$ cat src/rtl/instr_image_encoder.sv
// Encodes symbolic MIPS instruction fields into 32-bit words and streams them
// into instruction memory, one word per accepted request, during a load session.
module instr_image_encoder #(
    parameter int          DEPTH = 128,
    parameter logic [31:0] BASE  = 32'h0000_0000,
    parameter int          CW    = $clog2(DEPTH) + 1
) (
    input  logic          clk,
    input  logic          rstn,
    input  logic          start,
    input  logic          finish,
    input  logic          in_valid,
    output logic          in_ready,
    input  logic [4:0]    in_mnem,
    input  logic [4:0]    in_rs,
    input  logic [4:0]    in_rt,
    input  logic [4:0]    in_rd,
    input  logic [4:0]    in_shamt,
    input  logic [15:0]   in_imm,
    input  logic [25:0]   in_target,
    output logic          im_we,
    output logic [31:0]   im_addr,
    output logic [31:0]   im_wdata,
    output logic [CW-1:0] word_count,
    output logic [7:0]    illegal_cnt,
    output logic          busy,
    output logic          done
);

    typedef enum logic [1:0] {IDLE, LOAD, DONE} state_t;

    state_t state, state_nxt;
    logic   accept, legal, acc_legal, acc_illegal, clear, full_nxt;
    logic   vld_p1;
    logic [31:0] addr_p1, wdata_p1;

    function automatic logic [7:0] sat_inc8(input logic [7:0] v);
        return (v == 8'hFF) ? v : v + 8'd1;
    endfunction

    function automatic logic [31:0] encode(
        input logic [4:0]  mnem,
        input logic [4:0]  rs,
        input logic [4:0]  rt,
        input logic [4:0]  rd,
        input logic [4:0]  shamt,
        input logic [15:0] imm,
        input logic [25:0] target
    );
        logic [5:0]  funct;
        logic [5:0]  op;
        logic [31:0] w;
        funct = 6'h00;
        op    = 6'h00;
        case (mnem)
            5'd0:    funct = 6'h20;
            5'd1:    funct = 6'h22;
            5'd2:    funct = 6'h24;
            5'd3:    funct = 6'h25;
            5'd4:    funct = 6'h2A;
            5'd5:    funct = 6'h2B;
            5'd6:    funct = 6'h21;
            5'd7:    funct = 6'h23;
            5'd8:    funct = 6'h00;
            5'd9:    funct = 6'h27;
            5'd10:   op = 6'h08;
            5'd11:   op = 6'h0D;
            5'd12:   op = 6'h23;
            5'd13:   op = 6'h2B;
            5'd14:   op = 6'h04;
            5'd15:   op = 6'h0F;
            5'd16:   op = 6'h0A;
            5'd17:   op = 6'h02;
            5'd18:   op = 6'h03;
            5'd19:   op = 6'h05;
            default: op = 6'h00;
        endcase
        // sll is the only R-type that uses shamt, and it has no rs operand
        if (mnem < 5'd10)
            w = {6'h00, (mnem == 5'd8) ? 5'd0 : rs, rt, rd,
                 (mnem == 5'd8) ? shamt : 5'd0, funct};
        else if (mnem == 5'd17 || mnem == 5'd18)
            w = {op, target};
        else
            w = {op, (mnem == 5'd15) ? 5'd0 : rs, rt, imm};
        return w;
    endfunction

    assign busy        = (state == LOAD);
    assign done        = (state == DONE);
    assign in_ready    = busy && (word_count < CW'(DEPTH)) && !finish;
    assign accept      = in_valid && in_ready;
    assign legal       = (in_mnem < 5'd20);
    assign acc_legal   = accept && legal;
    assign acc_illegal = accept && !legal;
    assign clear       = start && (state != LOAD);
    assign full_nxt    = acc_legal && (word_count == CW'(DEPTH - 1));

    always_comb begin
        state_nxt = state;
        case (state)
            IDLE:    if (start) state_nxt = LOAD;
            LOAD:    if (finish || full_nxt || word_count == CW'(DEPTH)) state_nxt = DONE;
            DONE:    if (start) state_nxt = LOAD;
            default: state_nxt = IDLE;
        endcase
    end

    always_ff @(posedge clk or negedge rstn) begin
        if (!rstn) state <= IDLE;
        else       state <= state_nxt;
    end

    always_ff @(posedge clk or negedge rstn) begin
        if (!rstn) begin
            word_count  <= '0;
            illegal_cnt <= '0;
        end else if (clear) begin
            word_count  <= '0;
            illegal_cnt <= '0;
        end else begin
            if (acc_legal)   word_count  <= word_count + 1'b1;
            if (acc_illegal) illegal_cnt <= sat_inc8(illegal_cnt);
        end
    end

    // stage p0 -> p1: encoded word registered toward instruction memory
    always_ff @(posedge clk or negedge rstn) begin
        if (!rstn) begin
            vld_p1   <= 1'b0;
            addr_p1  <= '0;
            wdata_p1 <= '0;
        end else begin
            vld_p1 <= acc_legal;
            if (acc_legal) begin
                addr_p1  <= BASE + (32'(word_count) << 2);
                wdata_p1 <= encode(in_mnem, in_rs, in_rt, in_rd, in_shamt, in_imm, in_target);
            end
        end
    end

    assign im_we    = vld_p1;
    assign im_addr  = addr_p1;
    assign im_wdata = wdata_p1;

endmodule

$ cat config.mk
export PLATFORM = sky130hd
export DESIGN_NAME = instr_image_encoder
export DESIGN_NICKNAME = d
export VERILOG_FILES = /design/src/rtl/instr_image_encoder.sv
export SDC_FILE = /design/constraint.sdc
export NUM_CORES = 1
export LEC_CHECK = 0
export BUFFER_PORTS_ARGS = -buffer_cell sky130_fd_sc_hd__buf_2
export CORE_ASPECT_RATIO = 1.25
export CORE_MARGIN = 4
export CORE_UTILIZATION = 50
export CTS_BUF_LIST = sky130_fd_sc_hd__clkbuf_8
export CTS_CLUSTER_SIZE = 12
export DETAILED_ROUTE_END_ITERATION = 8
export HOLD_SLACK_MARGIN = 0.08
export PLACE_DENSITY = 0.89
export SKIP_LAST_GASP = 1
export SYNTH_ARGS = -nofsm -noshare
export SYNTH_HDL_FRONTEND = slang
export SYNTH_SLANG_ARGS = --single-unit
$ cat constraint.sdc
create_clock -name clk -period 5.6 [get_ports clk]
set_input_delay 0.84 -clock clk [delete_from_list [all_inputs] [get_ports clk]]
set_output_delay 0.84 -clock clk [all_outputs]
set_load 0.02 [all_outputs]
==> flow_metrics.env <==
export IMPL_drive_gt1_frac=0.309
export IMPL_core_sq_um=6570
export IMPL_die_x_microns=81.5
export IMPL_ys_warn_count=0
export IMPL_rr_endpoint="illegal_cnt[1]$_DFFE_PN0P_"
export IMPL_seq_area_frac_synth=0.430
export IMPL_crit_path_end_kind="flip-flop"
export IMPL_clk_transition_reported_paths_ns=0.07
export IMPL_start_util=0.514
export IMPL_hold_class="flip-flop to flip-flop"
export IMPL_syn_cell_area_sq_um=3370
export IMPL_h_tree_depth=3
export IMPL_fin_worst_skew_ns=0.00647
export IMPL_yosysTopAreaCell="dfrtp_1"
export IMPL_max_freq_ghz=0.342
export IMPL_crit_path_max_fanout=17
export IMPL_place_hpwl_microns=6530
export IMPL_synth_cell_types=58
export IMPL_cts_made_buffers=9
export IMPL_grt_usage=0.217
export IMPL_finalHoldViolations=0
export IMPL_seq_area_sq_um=1450
export IMPL_slew_violations=0
export IMPL_grt_pass1_wl_microns=14000
export IMPL_io_buffers=130
export IMPL_vias=3192
export IMPL_gp_congestion=0.851
export IMPL_synth_area_leaders="dfrtp_1, nand2_1, buf_4"
export IMPL_grt_ovfl_total=0
export IMPL_fp_dieH_microns=99.9
export IMPL_multi_input_area_sq_um=1670
export IMPL_dieArea_sq_um=8140
export IMPL_syn_area_per_cell_sq_um=9.12
export IMPL_r2r_cells=4
export IMPL_grt_max_degree=59
export IMPL_diodes=0
export IMPL_dr_first_iter_drc_count=166
export IMPL_synth_top_flop_cell="dfrtp_1"
export IMPL_setup_viol_count_final=0
export IMPL_root_buffer="clkbuf_8"
export IMPL_drv_cap=0
export IMPL_post_drt_wl_per_cell_microns=15.1
export IMPL_vias_per_cell=5.48
export IMPL_utilization=0.629
export IMPL_start_kind="primary input"
export IMPL_p_total_mw=1.36
export IMPL_min_to="im_addr[6]$_DFFE_PN0P_"
export IMPL_synth_most_common_cell="dfrtp_1"
export IMPL_cts_tree="built"
export IMPL_critical_path_arrival_ns=3.17
export IMPL_ys_ff_latch=58
export IMPL_min_delay_start="im_addr[6]$_DFFE_PN0P_"
export IMPL_top_level_ports=156
export IMPL_p_int_uw=846
export IMPL_pwr_share_clk=0.254
export IMPL_status="finished clean"
export IMPL_worst_slew_pin_slew_ns=1.05
export IMPL_std_cell_rows=33
export IMPL_fin_nets=565
export IMPL_path_class="primary input to flip-flop"
export IMPL_drcViolationCount=0
export IMPL_period_needed_ns=2.92
export IMPL_fill_cells=562
export IMPL_postCtsResizedCells=0
export IMPL_drt_total_wl_microns=8800
export IMPL_worstReg2RegStart="word_count[7]$_DFFE_PN0P_"
export IMPL_synth_async_sr_flop_share=1.00
export IMPL_ff2ff_setup_slack_ns=2.82
export IMPL_clock_sinks=58
export IMPL_holdBufCountCts=0
export IMPL_leakagePower_nw=2.19
export IMPL_rsz0062_at_grt="false"
export IMPL_relSlewSlack=0.299
export IMPL_final_setup_tns_ns=0
export IMPL_cp_required_ns=5.85
export IMPL_swShare=0.379
export IMPL_syn_inst=370
export IMPL_p_seq_frac=0.415
export IMPL_powerDensity_nw_per_um2=330
export IMPL_ir_worst_vdd_v=0.000217
export IMPL_clock_latency_ns=0.32
export IMPL_worstHoldPathCells=2
export IMPL_power_switching_uw=516
export IMPL_final_cells=582
export IMPL_first_pass_iters=5
export IMPL_place_inst=566
export IMPL_synth_edf_count=0
export IMPL_synth_top_cells_by_count="dfrtp_1, nand2_1, buf_4"
export IMPL_period_share=0.522
export IMPL_grt_antenna_before_repair=0
export IMPL_grt_pass1_vias=2993
export IMPL_pwr_share_comb=0.331
export IMPL_clockBufferDepth=2
export IMPL_post_cts_buffers=0
export IMPL_yosysTopAreaCellShare=0.430
export IMPL_hold_slack_ns=0.477
export IMPL_syn_to_final_growth_pct=22.4
export IMPL_drt_antenna_violating_nets=0
worst max path at each step:
| stage | startpoint | to | slack [ns] | cells after the start |
|---|---|---|---|---|
| after floorplan | finish | in_ready | 3.19 | 2 |
| after global placement | finish | illegal_cnt[1]$_DFFE_PN0P_ | 2.59 | 5 |
| after detailed placement | finish | illegal_cnt[1]$_DFFE_PN0P_ | 2.40 | 5 |
| after CTS | finish | illegal_cnt[1]$_DFFE_PN0P_ | 2.75 | 5 |
| after global routing | finish | illegal_cnt[3]$_DFFE_PN0P_ | 2.49 | 5 |
| final | finish | illegal_cnt[1]$_DFFE_PN0P_ | 2.68 | 5 |
stage by stage:
stage                     setup WS [ns]  instance area (sq um)
final                              2.68                   4130
after global routing               2.49                   4130
after CTS                          2.75                   4130
after detailed placement           2.40                   3950
after global placement             2.59                   3950
after floorplan                    3.19                   3460
per-layer routing:
metal,global-route usage,up-vias,share of wire
li1,-,1545,-
met1,0.286,1513,0.41
met2,0.356,122,0.50
met3,0.0431,12,0.078
met4,0.0689,0,0.013
met5,0,-,0
state kept, by name, summed over array words and instances (netlist names):
signal	count
im_addr	8
word_count	8
im_we	1
state	2
illegal_cnt	8
im_wdata	31
layout make-up:
| type | count | area share |
|---|---|---|
| Tap cell | 87 | 0.0264 |
| Clock inverter | 6 | 0.0103 |
| Timing Repair Buffer | 132 | 0.161 |
| Multi-Input combinational cell | 276 | 0.405 |
| Inverter | 13 | 0.0118 |
| Sequential cell | 58 | 0.352 |
| Clock buffer | 10 | 0.0333 |
layout by cell type (no fill, tap or decap), drive strengths merged, types with 4 or more instances in the layout:
cell type / count
a22oi: 7
o211ai: 6
mux2i: 17
nor4: 4
o41ai: 7
a31oi: 14
nand2b: 4
o21ai: 21
or3: 4
buf: 132
and2: 4
nand3: 17
a21oi: 8
clkinv: 4
and4: 4
nand2: 52
o311ai: 4
nor2: 16
conb: 25
dfrtp: 58
clkbuf: 10
inv: 13
nand4: 10
and3: 6
critical path: stages:
cell,delay [ns]
buf_2,0.12
nor4b_4,0.70
o2111ai_1,0.72
or3b_2,0.66
a21oi_1,0.13
cell families (layout without fill, tap and decap cells):
group,after synthesis,after routing,synth area share
compound gates,87,87,0.176
flops,58,58,0.430
mux,18,18,0.0549
simple gates,138,138,0.213
other cells,1,25,0.00111
buf+inv,60,161,0.100
fa+ha+maj,3,3,0.0111
xor+xnor,5,5,0.0130
power by group through the flow:
| stage | Combinational [mW] | Clock, mW | Sequential [mW] |
|---|---|---|---|
| floorplan | 0.189 | 0 | 0.678 |
| global placement | 0.446 | 0 | 0.568 |
| detailed placement | 0.455 | 0 | 0.572 |
| CTS | 0.455 | 0.351 | 0.565 |
| global route | 0.493 | 0.373 | 0.577 |
| finish | 0.451 | 0.345 | 0.566 |
Power figures use the tool's default switching activity.
